File: src/rtl/pc_fetch_unit.sv
// Program counter register and request/acknowledge instruction-fetch sequencer.
// Holds the PC, offers PC+1 back to MUX_6 and hands fetched words to decode.
module pc_fetch_unit #(
    parameter int unsigned     N        = 16,
    parameter logic [N-1:0]    RESET_PC = '0,
    parameter int unsigned     MAX_WAIT = 15
) (
    input  logic         clk,
    input  logic         reset,
    input  logic [N-1:0] MUX_6_out,
    input  logic         PC_load,
    input  logic         stall,
    input  logic         halt,
    input  logic         imem_ack,
    input  logic [N-1:0] imem_data,
    output logic         imem_req,
    output logic [N-1:0] imem_addr,
    output logic [N-1:0] PC,
    output logic [N-1:0] PC_plus_one,
    output logic [N-1:0] IR,
    output logic         IR_valid,
    output logic         fetch_err
);

    localparam int unsigned    CW      = (MAX_WAIT < 1) ? 1 : $clog2(MAX_WAIT + 1);
    localparam logic [CW-1:0]  CNT_MAX = CW'(MAX_WAIT);

    typedef enum logic [1:0] {
        S_IDLE = 2'd0,
        S_REQ  = 2'd1,
        S_EXEC = 2'd2,
        S_HALT = 2'd3
    } state_e;

    state_e          state_q, state_d;
    logic [N-1:0]    pc_q, pc_d;
    logic [N-1:0]    ir_q, ir_d;
    logic            ir_valid_q, ir_valid_d;
    logic            fetch_err_q, fetch_err_d;
    logic [CW-1:0]   cnt_q, cnt_d;

    always_comb begin
        // NOTE: every signal gets a default first so no path leaves it unassigned and infers a latch.
        state_d     = state_q;
        pc_d        = pc_q;
        ir_d        = ir_q;
        ir_valid_d  = 1'b0;
        fetch_err_d = fetch_err_q;
        cnt_d       = cnt_q;

        unique case (state_q)
            S_IDLE: begin
                cnt_d   = '0;
                state_d = halt ? S_HALT : S_REQ;
            end
            S_REQ: begin
                // Ack is checked before the timeout so a last-moment ack still delivers.
                if (halt) begin
                    state_d = S_HALT;
                end else if (imem_ack) begin
                    ir_d       = imem_data;
                    ir_valid_d = 1'b1;
                    cnt_d      = '0;
                    state_d    = S_EXEC;
                end else if (cnt_q == CNT_MAX) begin
                    fetch_err_d = 1'b1;
                    state_d     = S_HALT;
                end else begin
                    cnt_d = cnt_q + 1'b1;
                end
            end
            S_EXEC: begin
                if (halt) begin
                    state_d = S_HALT;
                end else if (PC_load && !stall) begin
                    pc_d    = MUX_6_out;
                    cnt_d   = '0;
                    state_d = S_REQ;
                end
            end
            S_HALT: begin
                state_d = S_HALT;
            end
            default: begin
                state_d = S_HALT;
            end
        endcase
    end

    always_ff @(posedge clk) begin
        // NOTE: non-blocking assignments so every flop samples pre-edge values regardless of statement order.
        if (reset) begin
            state_q     <= S_IDLE;
            pc_q        <= RESET_PC;
            ir_q        <= '0;
            ir_valid_q  <= 1'b0;
            fetch_err_q <= 1'b0;
            cnt_q       <= '0;
        end else begin
            state_q     <= state_d;
            pc_q        <= pc_d;
            ir_q        <= ir_d;
            ir_valid_q  <= ir_valid_d;
            fetch_err_q <= fetch_err_d;
            cnt_q       <= cnt_d;
        end
    end

    assign imem_req    = (state_q == S_REQ);
    assign imem_addr   = pc_q;
    assign PC          = pc_q;
    assign PC_plus_one = pc_q + 1'b1;
    assign IR          = ir_q;
    assign IR_valid    = ir_valid_q;
    assign fetch_err   = fetch_err_q;

endmodule

File: config.mk
export PLATFORM = sky130hd
export DESIGN_NAME = pc_fetch_unit
export DESIGN_NICKNAME = d
export VERILOG_FILES = /design/src/rtl/pc_fetch_unit.sv
export SDC_FILE = /design/constraint.sdc
export NUM_CORES = 1
export LEC_CHECK = 0
export ABC_AREA = 1
export CORE_MARGIN = 3
export CORE_UTILIZATION = 39
export CTS_CLUSTER_DIAMETER = 30
export DETAILED_ROUTE_END_ITERATION = 8
export GPL_ROUTABILITY_DRIVEN = 0
export PLACE_DENSITY_LB_ADDON = 0.2
export RECOVER_POWER = 50
export SYNTH_ARGS = -nofsm -noshare
export SYNTH_HDL_FRONTEND = slang
export SYNTH_SLANG_ARGS = --single-unit
File: constraint.sdc
create_clock -name clk -period 1.4 [get_ports clk]
set_input_delay 0.21 -clock clk [delete_from_list [all_inputs] [get_ports clk]]
set_output_delay 0.21 -clock clk [all_outputs]
set_load 0.02 [all_outputs]
==> results of run 1 <==
-- final cells by class --
cell class / instances / area, um2
fill: 428 / 1380
timing repair buffer: 150 / 1290
multi-input combinational: 187 / 1020
sequential: 40 / 828
inverter: 29 / 111
tap: 67 / 83.8
clock buffer: 5 / 68.8
clock inverter: 3 / 41.3
-- per-layer routing --
metal	wire, um	vias to the layer above
li1	-	1136
met1	2560	1013
met2	2830	100
met3	531	17
met4	182	0
met5	0	-
-- sequential cells by signal, indices dropped and copies added (netlist names) --
signal	cells
cnt_q	4
state_q	2
IR	16
PC	16
IR_valid	1
fetch_err	1
-- worst max path at each step --
stage          start              end  slack [ps]  cells after the start
2_1_floorplan  PC[6]   PC_plus_one[8]         -30                      4
3_5_place_dp   PC[0]  PC_plus_one[14]        -540                      7
6_report       PC[1]  PC_plus_one[10]        -370                      7
3_3_place_gp   PC[0]  PC_plus_one[14]        -500                      7
5_1_grt        PC[0]  PC_plus_one[10]        -440                      7
4_1_cts        PC[1]  PC_plus_one[14]        -380                      7
-- synthesized netlist by cell type (all sizes together), types with 3 or more instances --
cell	instances
nor2	73
dfxtp	40
o21ai	33
nand2	31
inv	29
buf	20
nand3	14
a21oi	11
xor2	10
nor3	6
clkbuf	3
nand4	3
-- power groups by stage --
stage	logic, uW	registers, uW	clock network [uW]
2_1_floorplan	177	1270	0
6_report	473	1200	954
3_5_place_dp	515	1230	0
5_1_grt	512	1210	1030
3_3_place_gp	508	1230	0
4_1_cts	483	1200	975
-- cells by family (layout without fill, tap and decap cells) --
family                   count (synthesis)  after routing  share of synthesized area, %
buffers and inverters                   52            187                          14.2
XOR/XNOR                                12             12                          5.28
AO/OA/AOI/OAI                           46             46                          11.9
AND/OR/NAND/NOR                        127            127                          27.2
flip-flops                              40             40                          40.3
adder cells (fa/ha/maj)                  2              2                          1.26
-- cells in the final DEF (no fill, tap or decap), types with 2 or more instances in the layout --
cell	n
clkdlybuf4s15_2	2
nand4_1	3
clkbuf_2	2
dfxtp_1	26
clkdlybuf4s50_1	37
nand3_1	11
inv_2	4
clkbuf_1	4
clkbuf_8	5
buf_6	4
buf_4	53
xor2_2	5
dlygate4sd2_1	46
nand2_4	2
nor2_2	4
dfxtp_4	4
dfxtp_2	10
nor3_2	2
nand2_1	28
o21ai_0	32
nor2_4	4
xor2_1	5
nor2_1	65
inv_4	2
inv_1	23
nor3_1	4
nand3_2	3
a21oi_1	11
-- metrics by stage --
stage / total power [uW] / hold slack (ps) / instance area [um2] / setup WS, ps
floorplan: 1450 / 279 / 2090 / -32.9
global placement: 1730 / 446 / 3400 / -498
detailed placement: 1740 / 469 / 3400 / -542
CTS: 2660 / 476 / 3470 / -381
global route: 2750 / 487 / 3440 / -445
finish: 2630 / 480 / 3440 / -367
-- timing repair --
item / CTS / global route
gates resized for setup: 146 / 11
setup buffers: 1 / 2
hold endpoints to repair: 0 / 0
hold buffers: 0 / 0
pin swaps: 7 / 4
setup endpoints to repair: 67 / 23
-- critical path: cells and delay by family, from the launching register on --
family,cells,cell delay [ps]
AND/OR/NAND/NOR,4,470
adder cells (fa/ha/maj),1,150
flip-flops,1,370
buffers and inverters,1,150
XOR/XNOR,1,140
==> summary.md, run 1 <==
| Metric | Value |
|---|---|
| Syn Nets | 319 |
| DRT antenna net count | 0 |
| Post-placement cell count | 471 |
| Gate Count Post-Synth | 279 |
| Post-synthesis sequential area ratio | 40.3% |
| Max Clk Rate | 0.566 GHz |
| CTS root buffer | clkbuf_8 |
| First DRT Iteration DRCs | 91 |
| Initial Utilization | 41.3% |
| Crit. End Element | primary output |
| TritonCTS clock tree | built |
| Hold WC Path Type | register to register |
| Area Growth Syn to Fin | 72.8% |
| Data arrival, critical path | 1560 ps |
| Final Slew Violations | 0 |
| DRC viols | 0 |
| Met3 GRT Util | 7.54% |
| Tmin final | 1770 ps |
| Peak VDD IR | 658 uV |
| Hpwl dp | 4760 um |
| Row count | 25 |
| Global route hottest layer | met2 |
| Crit Reg-Reg Endpoint | IR[12] |
| Die H | 77.4 um |
| Gate power share | 18.0% |
| Layout cells sized above 1 | 27.3% |
| Critical path's largest stage delay | 370 ps |
| EDFF count, synth | 0 |
| Routed WL | 6110 um |
| Top_reg_cell synth | dfxtp_1 |
| Hold-critical path depth | 1 |
| Switching power | 688 uW |
| CP dominant cell by count | nor2_2 |
| Clock Path Buffers | 2 |
| Violated checks | setup timing |
| Internal power | 1940 uW |
| Final hold vios | 0 |
| M2 GR Usage | 33.9% |
| Synth async-reset ratio | 0% |
| Die W | 77.4 um |
| Cells on worst reg2reg path | 6 |
| Yosys reg bits | 40 |
| Synth top area cells | dfxtp_1 40%, nor2_1 13%, o21ai_0 8.3% |
| CP cell instances | ha_4 -> nand2_4 -> nor2_2 -> nand2_1 -> nor2_2 -> xor2_2 -> buf_4 |
| Post-synth top area share | 40.3% |
| DIE AREA | 5990 um2 |
| Core area | 4820 um2 |
| Rel. slew slack | 79.5% |
| Utilization after layout | 71.4% |
| GR Util met1 | 23.6% |
| Worst Tran Pin Value | 306 ps |
| Switching Share | 26.2% |
| Worst r2r src | state_q[0] |
| Mean Syn Cell Area | 7.13 um2 |
| Post-synthesis cell type count | 25 |
| Initial antenna violation count | 0 |
| All-Layer GR Usage | 20.4% |
| Nets | 453 |
| First-pass GRT wire length | 9930 um |
| RSZ-0062 raised after global routing | yes |
| Largest net degree at the start of global routing | 24 |
| Leak pwr | 0.00178 uW |
| Vias per cell | 4.71 |
| Power Dens Cells | 765 nW/um2 |
| Port bufs | 104 |
| H-tree depth | 2 |
| DR pass1 iterations | 4 |
| Num CTS Buffers | 5 |
| Setup WS post-layout | -367 ps |
| CP max FO | 3 |
| Yosys synthesis warning count | 0 |
| Vias | 2266 |
| Grt total ovfl | 0 |
| Crit start category | register |
| Sequential share of power | 45.7% |
| R2r setup slk | 40 ps |
| Worst EP required | 1190 ps |
| Maxcap violations | 0 |
| Setup TNS | -3260 ps |
| WL per Instance | 12.7 um |
| Worst hold path startpoint | fetch_err |
| Io pins | 105 |
| Status | finished with violations |
| Max stage delay cell, worst path | dfxtp_4 |
| Clk_skew | 12.5 ps |
| Synthesized area | 1990 um2 |
| Clk pwr share | 36.3% |
| Number of global-route vias before repair | 2165 |
| Crit share post-route | 126% |
| Non-Filler Instances | 481 |
| Final Setup Violations | 13 |
| Diode count | 0 |
| Worst hold endpoint | fetch_err |
| Crit Path Class | register to primary output |
| Worst skew pair latency | 300 ps |
| Clock-pin slew on the worst setup and hold paths | 80 ps |
| Leading area contributor after synthesis | dfxtp_1 |
| Clock sink total | 40 |
No activity file was read; power rests on OpenSTA's default activity.
==> run 2, diff against run 1 <==
Settings changed: ABC_CLOCK_PERIOD_IN_PS from default to 1400, CORE_MARGIN 3 to default.
==> run 2 against run 1 <==
  * The run still ends with setup timing left
  * Sequential power is essentially flat
  * Clock power shrank 16%
  * Flip-flop and latch count is the same
  * Register-to-register slack lost 30 ps
  * Worst hold slack lost 20 ps
  * Critical endpoint is now PC_plus_one[14]
  * Largest power group unchanged
==> summary.md, run 2 (synthesized netlist as in run 1, its figures left out) <==
| Metric | Value |
|---|---|
| Cell area after placement | 3410 um2 (+0.44%) |
| DRC viols | 0 (unchanged) |
| Routed WL | 5880 um (-3.8%) |
| Met3 GRT Util | 5.76% (-1.8 points) |
| CP cell instances | ha_4 -> nand2_4 -> inv_2 -> nand4_1 -> nor2_2 -> xor2_2 -> buf_6 |
| WL per Instance | 12.1 um (-4.6%) |
| Hold WC Path Type | register to register |
| Worst hold path startpoint | fetch_err |
| Most frequent cells in the layout | 64 x nor2_1, 50 x buf_4, 48 x dlygate4sd2_1, 37 x clkdlybuf4s50_1, 32 x o21ai_0 |
| Final Slew Violations | 0 (unchanged) |
| Crit Reg-Reg Endpoint | PC[10] |
| Num CTS Buffers | 5 (unchanged) |
| Global route hottest layer | met2 |
| TritonCTS clock tree | built |
| Crit start category | register |
| Worst hold slack | 459 ps (-20.2 ps) |
| H-tree depth | 2 (unchanged) |
| Overall power | 2480 uW (-5.6%) |
| R2r setup slk | 10 ps (-30 ps) |
| Die W | 73.4 um (-5.2%) |
| Initial Utilization | 41.3% (unchanged) |
| Port bufs | 104 (unchanged) |
| Grt total ovfl | 0 (unchanged) |
| DR pass1 iterations | 4 (unchanged) |
| DIE AREA | 5390 um2 (-10%) |
| GR Util met1 | 27.8% (+4.3 points) |
| Row count | 25 (unchanged) |
| Final instance area | 3530 um2 (+2.6%) |
| Utilization after layout | 73.2% (+1.9 points) |
| Nets | 458 (+1.1%) |
| Fill count | 396 (-7.5%) |
| Layout cells sized above 1 | 28.2% (+0.93 points) |
| CP max FO | 3 (unchanged) |
| Clock sink total | 40 (unchanged) |
| FF/Latch Area | 828 um2 (unchanged) |
| Clock-pin slew on the worst setup and hold paths | 70 ps (about the same) |
| Core area | 4820 um2 (unchanged) |
| Clock Path Buffers | 2 (unchanged) |
| Clk_skew | 3.66 ps (-8.87 ps) |
| Final hold vios | 0 (unchanged) |
| CTS root buffer | clkbuf_8 |
| Setup TNS | -3180 ps (+80.9 ps) |
| RSZ-0062 raised after global routing | yes |
| Power Dens Cells | 703 nW/um2 (-8.0%) |
| Final Setup Violations | 14 (+1) |
| Worst EP required | 1190 ps (about the same) |
| Number of global-route vias before repair | 2070 (-4.4%) |
| Vias per cell | 4.65 (-1.2%) |
| Data arrival, critical path | 1530 ps (-30 ps) |
| Critical path's largest stage delay | 380 ps (about the same) |
| Crit Path Class | register to primary output |
| Crit share post-route | 124% (-2.2 points) |
| Tmin final | 1740 ps (-31.0 ps) |
| Multi-input logic area | 1060 um2 (+4.6%) |
| Worst r2r src | state_q[0] |
| Io pins | 105 (unchanged) |
| Max stage delay cell, worst path | dfxtp_4 |
| Hold buffers post-CTS | 0 (unchanged) |
| DRT antenna net count | 0 (unchanged) |
| Die H | 73.4 um (-5.2%) |
| First-pass GRT wire length | 9250 um (-6.8%) |
| Area Growth Syn to Fin | 77.4% |
| Status | finished with violations |
| Setup WS post-layout | -336 ps (+31.0 ps) |
| First DRT Iteration DRCs | 94 (+3.3%) |
| Crit. End Element | primary output |
| All-Layer GR Usage | 22.2% (+1.8 points) |
| Leak pwr | 0.00185 uW (+3.9%) |
| M2 GR Usage | 37.3% (+3.4 points) |
| Violated checks | setup timing |
| Rel. slew slack | 77.0% (-2.5 points) |
| Vias | 2257 (-0.40%) |
| Most common cell after layout, fill and taps aside | nor2_1 |
| Maxcap violations | 0 (unchanged) |
| Worst skew pair latency | 280 ps (-20 ps) |
| Peak VDD IR | 611 uV (-7.2%) |
| Hold-critical path depth | 1 (unchanged) |
| Initial antenna violation count | 0 (unchanged) |
| Cells on worst reg2reg path | 7 (+1) |
| Hpwl dp | 4290 um (-9.9%) |
| Diode count | 0 (unchanged) |
| Worst hold endpoint | fetch_err |
| Largest net degree at the start of global routing | 20 (-17%) |
| Worst Tran Pin Value | 343 ps (+37.0 ps) |
| Max Clk Rate | 0.576 GHz (+1.8%) |
-- run 2: area by class of cell --
class | instances | share of cell area [%]
Timing Repair Buffer | 155 | 38.2
Multi-Input combinational cell | 187 | 30.1
Sequential cell | 40 | 23.5
Inverter | 29 | 3.16
Clock buffer | 7 | 2.73
Tap cell | 67 | 2.38
-- run 2: where the power goes --
group,total [uW],switching [uW],internal [uW]
registers,1200,28.1,1170
clock network,801,362,438
logic,478,237,241
-- run 2: worst max path at each step --
stage,from,endpoint
5_1_grt,PC[1],PC_plus_one[14]
4_1_cts,PC[1],PC_plus_one[14]
3_5_place_dp,PC[0],PC_plus_one[15]
6_report,PC[1],PC_plus_one[14]
3_3_place_gp,PC[1],PC_plus_one[15]
2_1_floorplan,PC[6],PC_plus_one[8]
-- run 2: layer usage --
metal  vias up  wire, um
met2        90      2820
met5         -         0
met4         0        58
met1      1020      2550
met3         6       445
li1       1141         -
-- run 2: worst max-delay path, delay by kind of cell (launching register included) --
family | cells | cell delay (ps)
xor+xnor | 1 | 150
simple gates | 3 | 370
fa+ha+maj | 1 | 150
buf+inv | 2 | 200
flops | 1 | 380
-- run 2: metrics by stage --
| step | instances | setup WS (ps) |
|---|---|---|
| 2_1_floorplan | 279 | -32.9 |
| 3_3_place_gp | 473 | -502 |
| 3_5_place_dp | 473 | -547 |
| 4_1_cts | 483 | -364 |
| 5_1_grt | 485 | -405 |
| 6_report | 485 | -336 |
-- run 2: what timing repair did --
| action | CTS | global route |
|---|---|---|
| setup buffers | 3 | 2 |
| endpoints found under the hold margin | 0 | 0 |
| pin swaps | 13 | 13 |
| gates resized for setup | 146 | 18 |
| setup endpoints to repair | 67 | 23 |
